[config.mk]
export PLATFORM = sky130hd
export DESIGN_NAME = in_port_fifo
export DESIGN_NICKNAME = d
export VERILOG_FILES = /design/src/rtl/io_pkg.sv /design/src/rtl/in_fifo_mem.sv /design/src/rtl/in_port_fifo.sv
export SDC_FILE = /design/constraint.sdc
export NUM_CORES = 1
export LEC_CHECK = 0
export CELL_PAD_IN_SITES_DETAIL_PLACEMENT = 0
export CELL_PAD_IN_SITES_GLOBAL_PLACEMENT = 1
export CORE_ASPECT_RATIO = 1.5
export CORE_MARGIN = 4
export CORE_UTILIZATION = 35
export CTS_CLUSTER_DIAMETER = 60
export CTS_CLUSTER_SIZE = 20
export DETAILED_ROUTE_END_ITERATION = 7
export PLACE_DENSITY = 0.68
export SYNTH_ARGS = -nofsm -noshare
export SYNTH_HDL_FRONTEND = slang
export SYNTH_SLANG_ARGS = --single-unit
[constraint.sdc]
create_clock -name CLK -period 7.05 [get_ports CLK]
set_input_delay 1.41 -clock CLK [delete_from_list [all_inputs] [get_ports CLK]]
set_output_delay 1.41 -clock CLK [all_outputs]
set_load 0.05 [all_outputs]
[src/rtl/io_pkg.sv]
// Shared I/O word and input FIFO sizing, common to the Datapath and its input port.
package io_pkg;
  localparam int unsigned IO_WORD_W     = 16;
  localparam int unsigned IN_FIFO_DEPTH = 8;
endpackage

[src/rtl/in_fifo_mem.sv]
// Input FIFO storage: synchronous write, asynchronous read, no reset.
module in_fifo_mem #(
  parameter int unsigned WIDTH = 16,
  parameter int unsigned DEPTH = 8,
  parameter int unsigned AW    = $clog2(DEPTH)
) (
  input  logic             CLK,
  input  logic             we,
  input  logic [AW-1:0]    waddr,
  input  logic [WIDTH-1:0] wdata,
  input  logic [AW-1:0]    raddr,
  output logic [WIDTH-1:0] rdata
);

  logic [WIDTH-1:0] mem [DEPTH];

  always_ff @(posedge CLK) begin
    if (we) mem[waddr] <= wdata;
  end

  assign rdata = mem[raddr];

endmodule

[src/rtl/in_port_fifo.sv]
// First-word-fall-through input port FIFO feeding the Datapath in_data port.
// Define IN_FIFO_STICKY_ERR_EN to make drop_err sticky until reset (default: one-cycle pulse).
module in_port_fifo
  import io_pkg::*;
#(
  parameter int unsigned WIDTH = IO_WORD_W,
  parameter int unsigned DEPTH = IN_FIFO_DEPTH
) (
  input  logic                     CLK,
  input  logic                     reset,
  input  logic                     wr_en,
  input  logic [WIDTH-1:0]         wr_data,
  input  logic                     rd_en,
  output logic [WIDTH-1:0]         in_data,
  output logic                     empty,
  output logic                     full,
  output logic [$clog2(DEPTH):0]   count,
  output logic                     drop_err
);

  localparam int unsigned AW = $clog2(DEPTH);
  localparam logic [AW:0] FULL_COUNT = (AW+1)'(DEPTH);

  logic [AW-1:0]    wr_ptr, rd_ptr;
  logic [WIDTH-1:0] head_word;
  logic             do_wr, do_rd, drop;

  assign empty = (count == '0);
  assign full  = (count == FULL_COUNT);

  // A read while full frees the slot this write needs, so the write is only dropped when no read accompanies it.
  assign do_rd = rd_en && !empty;
  assign do_wr = wr_en && (!full || rd_en);
  assign drop  = wr_en && full && !rd_en;

  in_fifo_mem #(
    .WIDTH (WIDTH),
    .DEPTH (DEPTH),
    .AW    (AW)
  ) u_mem (
    .CLK   (CLK),
    .we    (do_wr),
    .waddr (wr_ptr),
    .wdata (wr_data),
    .raddr (rd_ptr),
    .rdata (head_word)
  );

  assign in_data = empty ? '0 : head_word;

  always_ff @(posedge CLK or posedge reset) begin
    if (reset) begin
      wr_ptr <= '0;
      rd_ptr <= '0;
      count  <= '0;
    end else begin
      if (do_wr) wr_ptr <= wr_ptr + 1'b1;
      if (do_rd) rd_ptr <= rd_ptr + 1'b1;
      if (do_wr && !do_rd)      count <= count + 1'b1;
      else if (do_rd && !do_wr) count <= count - 1'b1;
    end
  end

  always_ff @(posedge CLK or posedge reset) begin
    if (reset) begin
      drop_err <= 1'b0;
    end else begin
`ifdef IN_FIFO_STICKY_ERR_EN
      drop_err <= drop_err | drop;
`else
      drop_err <= drop;
`endif
    end
  end

endmodule

-- Word level (Yosys, flattened, before mapping)
Memories as Yosys holds them, arrays and structs flattened.
Cells that the tools add are included.
Widths: inputs -> output; s select.
- $add $sub $neg: 4
- equality and inequality tests: 1
- muxes and demuxes: 5
- reductions and logical operators: 14
- operator list (cell ; number):
    $mux 16 ; 1
    $mux 4 ; 2
    $add 3x1->3 const B ; 2
    $logic_and 1x1->1 ; 6
    $logic_not 1->1 ; 5
    $add 4x1->4 const B ; 1
    $eq 4x4->1 const B ; 1
    $logic_not 4->1 ; 1
    $sub 4x1->4 const B ; 1
    $mux 1 ; 2
    $reduce_bool 2->1 ; 1
    $logic_or 1x1->1 ; 1
- flip-flop bits (word level): 11
- RAM bits: 128
- input port bits: 20
- output and inout port bits: 23
- logic and storage cells: 29
- memories: 1
- memories (name ; depth ; width ; rd ports ; clocked after memory_dff ; wr ports ; line ; RTL):
    u_mem.mem ; 8 ; 16 ; 1 ; 0 ; 1 ; in_fifo_mem.sv:15 ; logic [WIDTH-1:0] mem [DEPTH];

-- Depth between registers and ports, before layout
Gate-level depths: netlist (run 1).
- depth after elaboration: 8
- gate-level depth with buffers: 10

-- By module
From an unflattened synthesis (run 1), not the netlist that was laid out.
- cells, all modules: 268
- area total of the unflattened synthesis: 5720.5 um^2
- by module, submodules not included (module ; instances ; cells an instance ; area each (um^2) ; seq. area each (um^2)):
    in_fifo_mem ; 1 ; 198 ; 4973.5 ; 3843.7
    in_port_fifo ; 1 ; 70 ; 747.0 ; 275.3

-- Least setup slack after synthesis (run 1)
OpenSTA, ideal clock, no wires.
- path type: register -> output
- start: reg count[0]
- end: out in_data[10]
- arrival time: 2.329 ns
- setup slack: 3.311 ns
- cell stages (with the launch flop): 6
- path buffers: 1
- cells stage by stage: dfrtp_1 -> or4_4 -> inv_1 -> nor2_1 -> buf_2 -> a22o_1
- cells in the longest elaborated chain, start to end: 2
- RTL lines (element ; line ; RTL):
    start, declared ; in_port_fifo.sv:17 ; output logic [$clog2(DEPTH):0] count,
    start signal, assigned ; in_port_fifo.sv:59 ; if (do_wr && !do_rd) count <= count + 1'b1;
    start signal, assigned ; in_port_fifo.sv:60 ; else if (do_rd && !do_wr) count <= count - 1'b1;
    $logic_not 4->1 ; in_port_fifo.sv:28 ; assign empty = (count == '0);
    net empty ; in_port_fifo.sv:15 ; output logic empty,
    $mux 16 ; in_port_fifo.sv:49 ; assign in_data = empty ? '0 : head_word;
    end, declared ; in_port_fifo.sv:14 ; output logic [WIDTH-1:0] in_data,
The timed path passes the listed nets, and every way through them passes these cells.

-- Final worst setup path (run 1)
- start: reg rd_ptr[0]
- end: out in_data[4]
- cells in the longest elaborated chain, start to end: 2
- RTL lines (element ; line ; RTL):
    start, declared ; in_port_fifo.sv:24 ; logic [AW-1:0] wr_ptr, rd_ptr;
    start signal, assigned ; in_port_fifo.sv:58 ; if (do_rd) rd_ptr <= rd_ptr + 1'b1;
    $mem_v2 8x16 ; n/a ;
    $mux 16 ; in_port_fifo.sv:49 ;
No other way between the ends.

==> results.json, run 1 <==
{
  "outcome": "finished, final reports clean",
  "end_kind": "output pin",
  "avgSynthCellArea_um2": 21.5,
  "ir_worst_vdd_mv": 0.272,
  "synth_adder_area_share": 0.0151,
  "grt_max_degree": 35,
  "synth_cell_types": 35,
  "final_net_count": 336,
  "multiInputGateArea_um2": 1310,
  "die-area_um2": 17800,
  "worstPathMaxFanout": 28,
  "max_freq_mhz": 228,
  "hold_viol": 0,
  "reg2reg_from": "count[0]$_DFFE_PP0P_",
  "cts_buffers": 17,
  "gp_congestion": 0.715,
  "hold_class": "flop to flop",
  "antenna_found_initial": 0,
  "nFillCells": 1265,
  "fp-row-count": 55,
  "skew_ps": 5.81,
  "tightest_slew_ps": 1000,
  "routed_via_density": 5.00,
  "diodes": 0,
  "synth_top_family_by_area": "multiplexers",
  "synthMuxAreaShare": 0.139,
  "die_x_um": 110,
  "hold_buffers": 0,
  "grt-ovfl-total": 0,
  "yosys.area_share.simple": 0.0281,
  "synth_area_um2": 5480,
  "grt_use_total": 0.125,
  "grt_pass1_wl_mm": 16.2,
  "r2r_cells": 9,
  "ios": 43,
  "clk-insertion-delay-late_ps": 400,
  "cts_tree": "built",
  "fp.coreArea_um2": 15200,
  "clk_pin_slew_ps": 60,
  "dr.pass1.iters": 4,
  "worstHoldPathCells": 1,
  "area_delta_synth_final_pct": 22.8,
  "ys_ff_latch": 139,
  "ant_nets": 0,
  "r2r-end": "count[3]$_DFFE_PP0P_",
  "yosys_warnings": 0,
  "placedCellCount": 490,
  "drive_above_1_share": 0.276,
  "final_cells": 521,
  "setup-violations-final": 0,
  "crit_required_ps": 5640,
  "port_buffers": 42,
  "fin_crit_ps": 4390,
  "drc": 0,
  "die_y_um": 161,
  "critPathArrivalTime_ps": 2980,
  "path_class": "flop to output pin",
  "hpwl_mm": 6.22,
  "routedWlPerCell_um": 19.8,
  "final_common_cell": "edfxtp_1",
  "final_cell_mix": "edfxtp_1 (128), clkdlybuf4s50_1 (42), mux4_2 (32), clkbuf_16 (17)",
  "crit_path_start_kind": "flop",
  "synth_nets": 281,
  "ys_seq_area_frac": 0.751,
  "fin_crit_sh": 0.623,
  "reg2reg_setup_slack_ps": 3950,
  "floorplan.initialDensity": 0.361,
  "syn_inst": 255,
  "whs_endpoint": "rd_ptr[2]$_DFFE_PP0P_",
  "slew_headroom": 0.331,
  "p_per_area_nw_per_um2": 480,
  "clock-root-buffer": "clkbuf_16",
  "grt_pass1_vias": 2828,
  "drt_iter0_drc": 175,
  "drv_slew": 0,
  "setup_tns_ps": 0,
  "synthXorXnorAreaFrac": 0.00958,
  "htreeDepth": 4,
  "clkSinkCount": 139,
  "routed_wl_mm": 10.3,
  "clk_path_buf_depth": 2,
  "num_vias": 2604,
  "cts_setup_buffers": 0,
  "cap_violations": 0,
  "register_area_um2": 4120,
  "hold_start": "rd_ptr[2]$_DFFE_PP0P_",
  "synth_compound_area_frac": 0.0395,
  "cts_resized": 0,
  "total_leakage_power_uw": 0.00221,
  "rsz0062_at_grt": "no"
}
## cells in the mapped netlist, drive strengths merged
| master | count | share of area |
|---|---|---|
| nand2 | 3 | 0.0021 |
| nand3 | 2 | 0.0018 |
| a21oi | 1 | 0.00091 |
| or4b | 1 | 0.0018 |
| inv | 5 | 0.0034 |
| o211ai | 2 | 0.0027 |
| nor4 | 1 | 0.0011 |
| a22o | 16 | 0.027 |
| xnor2 | 6 | 0.0096 |
| nor2 | 4 | 0.0027 |
| o21ai | 2 | 0.0039 |
| or4 | 2 | 0.0034 |
| dfrtp | 11 | 0.050 |
| a21o | 1 | 0.0016 |
| nor3b | 1 | 0.0014 |
| mux2i | 1 | 0.0018 |
| or3 | 3 | 0.0034 |
| a211o | 1 | 0.0016 |
| nand2b | 2 | 0.0023 |
| edfxtp | 128 | 0.70 |
| fa | 1 | 0.0037 |
| clkbuf | 5 | 0.0034 |
| nor3 | 4 | 0.0037 |
| ha | 5 | 0.011 |
| o221ai | 1 | 0.0016 |
| nand3b | 2 | 0.0027 |
| mux4 | 32 | 0.13 |
| buf | 8 | 0.010 |
| and2 | 1 | 0.0016 |
| mux2 | 3 | 0.0062 |
## worst max-delay path, cell delays in order, from the launching register on
cell and delay (ps):
dfrtp_2 480, buf_4 530, mux4_2 590, a22o_2 270, clkdlybuf4s50_1 690
## kinds of logic (layout without fill, tap and decap cells)
kind of cell,after synthesis,count (layout)
xor+xnor,6,6
simple gates,26,26
compound gates,24,24
flops,139,139
fa+ha+maj,6,6
buf+inv,18,85
mux,36,36
## power breakdown
part	total [µW]	leakage [µW]	switching, µW	internal (µW)
Sequential	1160	0.00129	116	1050
Clock	823	0.000267	311	512
Combinational	1240	0.000652	721	520
## layer usage
metal	vias to the layer above	GRT usage	wire, µm
met5	-	0	0
met4	0	0.0437	151
met3	9	0.0340	368
met2	58	0.217	5660
met1	1363	0.149	4160
li1	1174	-	-
## state kept, by name (all words and copies together) (netlist names)
register   count
u_mem.mem    128
rd_ptr         3
drop_err       1
wr_ptr         3
count          4
## worst max path at each step
stage | end | cells after the start | startpoint | slack, ps
after global routing | in_data[8] | 4 | rd_ptr[0]$_DFFE_PP0P_ | 2500
after CTS | in_data[4] | 4 | rd_ptr[0]$_DFFE_PP0P_ | 2570
final | in_data[4] | 4 | rd_ptr[0]$_DFFE_PP0P_ | 2660
after detailed placement | in_data[4] | 4 | rd_ptr[0]$_DFFE_PP0P_ | 3010
after global placement | in_data[4] | 4 | rd_ptr[0]$_DFFE_PP0P_ | 3030
after floorplan | in_data[10] | 5 | count[0]$_DFFE_PP0P_ | 3310
## final cells by class
class | count | area share
clock buffer | 17 | 0.0632
clock inverter | 14 | 0.0195
inverter | 5 | 0.00279
multi-input combinational | 98 | 0.195
sequential | 139 | 0.612
tap | 199 | 0.0370
timing repair buffer | 49 | 0.0703
## stage by stage
| step | cell area (µm²) | worst slack (ps) | total power (µW) | util | hold slack (ps) |
|---|---|---|---|---|---|
| 2_1_floorplan | 5480 | 3310 | 2070 | - | 467 |
| 3_3_place_gp | 6170 | 3030 | 2430 | 0.406 | 502 |
| 3_5_place_dp | 6170 | 3010 | 2450 | 0.406 | 509 |
| 4_1_cts | 6730 | 2570 | 3280 | 0.443 | 519 |
| 5_1_grt | 6730 | 2500 | 3380 | 0.443 | 560 |
| 6_report | 6730 | 2660 | 3230 | 0.443 | 513 |
No activity file was read; power rests on OpenSTA's default activity.
==> inputs of run 2 (changes only) <==
--- a/config.mk
+++ b/config.mk
@@ -13,7 +13,7 @@
 export CTS_CLUSTER_DIAMETER = 60
 export CTS_CLUSTER_SIZE = 20
 export DETAILED_ROUTE_END_ITERATION = 7
-export PLACE_DENSITY = 0.68
+export PLACE_DENSITY = 0.7
 export SYNTH_ARGS = -nofsm -noshare
 export SYNTH_HDL_FRONTEND = slang
 export SYNTH_SLANG_ARGS = --single-unit
==> constraint.sdc (replaced) <==
create_clock -name CLK -period 3.94 [get_ports CLK]
set_input_delay 0.788 -clock CLK [delete_from_list [all_inputs] [get_ports CLK]]
set_output_delay 0.788 -clock CLK [all_outputs]
set_load 0.05 [all_outputs]
==> run 2 against run 1 <==
Against the previous run: count of clock-buffer cells in the layout did not move; sequential power rose by 76%; routed wire length barely moved; critical path type unchanged; clock power rose by 110%; flip-flop and latch count did not move; highest routed layer unchanged; first-iteration DRC count rose by 18%; utilization rose by 0.79 points; largest cell class unchanged.
==> results.json, run 2 (synthesis gave the netlist of run 1 again) <==
{
  "outcome": "finished, final reports clean",
  "path_class": "flop to output pin",
  "grt_max_degree": 26,
  "largest_register_ffs": 128,
  "grt-ovfl-total": 0,
  "die_x_um": 110,
  "ir_worst_vdd_mv": 0.537,
  "fin_crit_sh": 0.905,
  "slew_headroom": 0.610,
  "crit_required_ps": 3150,
  "setup_tns_ps": 0,
  "drt_iter0_drc": 207,
  "ant_nets": 0,
  "total_leakage_power_uw": 0.00228,
  "crit_path_start_kind": "flop",
  "tightest_slew_ps": 582,
  "ios": 43,
  "top_regs": "u_mem.mem (128), count (4)",
  "antenna_found_initial": 0,
  "dr.pass1.iters": 4,
  "clk_pin_slew_ps": 60,
  "crit_slowest_cell": "clkdlybuf4s50_1",
  "gp_congestion": 0.685,
  "hold_viol": 0,
  "slowest_delay_ps": 700,
  "grt_pass1_vias": 2878,
  "fin_crit_ps": 3570,
  "cap_violations": 0,
  "dpl_cell_area_um2": 6210,
  "hold_class": "flop to flop",
  "fp-row-count": 55,
  "crit_chain": "buf_12 > mux4_2 > a22o_2 > clkdlybuf4s50_1",
  "hold_buffers": 0,
  "area_delta_synth_final_pct": 24.9,
  "cts_buffers": 17,
  "final_cells": 527,
  "reg2reg_setup_slack_ps": 930,
  "p_per_area_nw_per_um2": 881,
  "max_freq_mhz": 280,
  "hpwl_mm": 6.24,
  "diodes": 0,
  "worstPathMaxFanout": 20,
  "fp.coreArea_um2": 15200,
  "fin_area_um2": 6850,
  "placedCellCount": 495,
  "cts_resized": 0,
  "critPathArrivalTime_ps": 2780,
  "largest-register": "u_mem.mem",
  "clk-insertion-delay-late_ps": 410,
  "final_common_cell": "edfxtp_1",
  "num_vias": 2624,
  "drive_above_1_share": 0.302,
  "rsz0062_at_grt": "no",
  "end_kind": "output pin",
  "drc": 0,
  "finalPower_uw": 6040,
  "die-area_um2": 17800,
  "routed_via_density": 4.98,
  "final_net_count": 341,
  "routed_wl_mm": 10.3,
  "clock-root-buffer": "clkbuf_16",
  "setup-violations-final": 0,
  "grt_use_total": 0.127,
  "skew_ps": 9.09,
  "clkSinkCount": 139,
  "port_buffers": 42,
  "final_cell_mix": "edfxtp_1 (128), clkdlybuf4s50_1 (39), mux4_2 (32), clkbuf_16 (17), buf_4 (13)",
  "routedWlPerCell_um": 19.6,
  "die_y_um": 161,
  "cts_tree": "built",
  "htreeDepth": 4,
  "grt_pass1_wl_mm": 16.5,
  "floorplan.initialDensity": 0.361,
  "clk_path_buf_depth": 2,
  "cts_setup_buffers": 0,
  "drv_slew": 0
}
## run 2: changes by cell type in the layout (fill, tap and decap cells not counted), moves of 2 or more
cell,previous run,this run
buf_4,7,13
inv_6,0,5
clkinv_2,4,0
clkdlybuf4s50_1,42,39
clkinv_1,3,0
buf_12,0,2
bufinv_16,2,4
nor3_2,2,4
nor3_4,2,0
## run 2: layout make-up
class	instances	area [µm²]
clock inverter	15	213
timing repair buffer	54	528
fill	1257	8360
multi-input combinational	98	1300
tap	199	249
clock buffer	17	425
sequential	139	4120
inverter	5	18.8
## run 2: metal layers
metal | vias to the layer above | global-route usage | wire length [µm]
met1 | 1382 | 0.159 | 4190
met4 | 0 | 0.0403 | 75
li1 | 1185 | - | -
met5 | - | 0 | 0
met2 | 52 | 0.213 | 5680
met3 | 5 | 0.0364 | 406
## run 2: per-stage QoR
| stage | worst slack (ps) | hold slack, ps | util |
|---|---|---|---|
| finish | 373 | 497 | 0.450 |
| global route | 214 | 541 | 0.450 |
| CTS | 299 | 508 | 0.450 |
| detailed placement | 707 | 497 | 0.408 |
| global placement | 760 | 490 | 0.408 |
| floorplan | 798 | 467 | - |
## run 2: path summary, 6_finish.rpt
check	end	start	depth (start not counted)
max in group asynchronous	rd_ptr[0]$_DFFE_PP0P_	reset	2
min in group asynchronous	count[2]$_DFFE_PP0P_	reset	2
setup reg to reg	count[3]$_DFFE_PP0P_	count[0]$_DFFE_PP0P_	9
setup / recovery	in_data[2]	rd_ptr[0]$_DFFE_PP0P_	4
hold / removal	rd_ptr[2]$_DFFE_PP0P_	rd_ptr[2]$_DFFE_PP0P_	1
hold reg to reg	rd_ptr[2]$_DFFE_PP0P_	rd_ptr[2]$_DFFE_PP0P_	1
## run 2: where the power goes
group	leakage, µW	internal (µW)	switching [µW]	total, µW
registers	0.00129	1870	170	2040
clock network	0.000301	1070	620	1690
logic	0.000684	968	1330	2300
total	0.00228	3910	2120	6040
## run 2: worst max-delay path: cells and delay by family, from the launching register on
family          cells  cell delay, ps
buf+inv             2             960
flops               1             620
mux                 1             520
compound gates      1             270
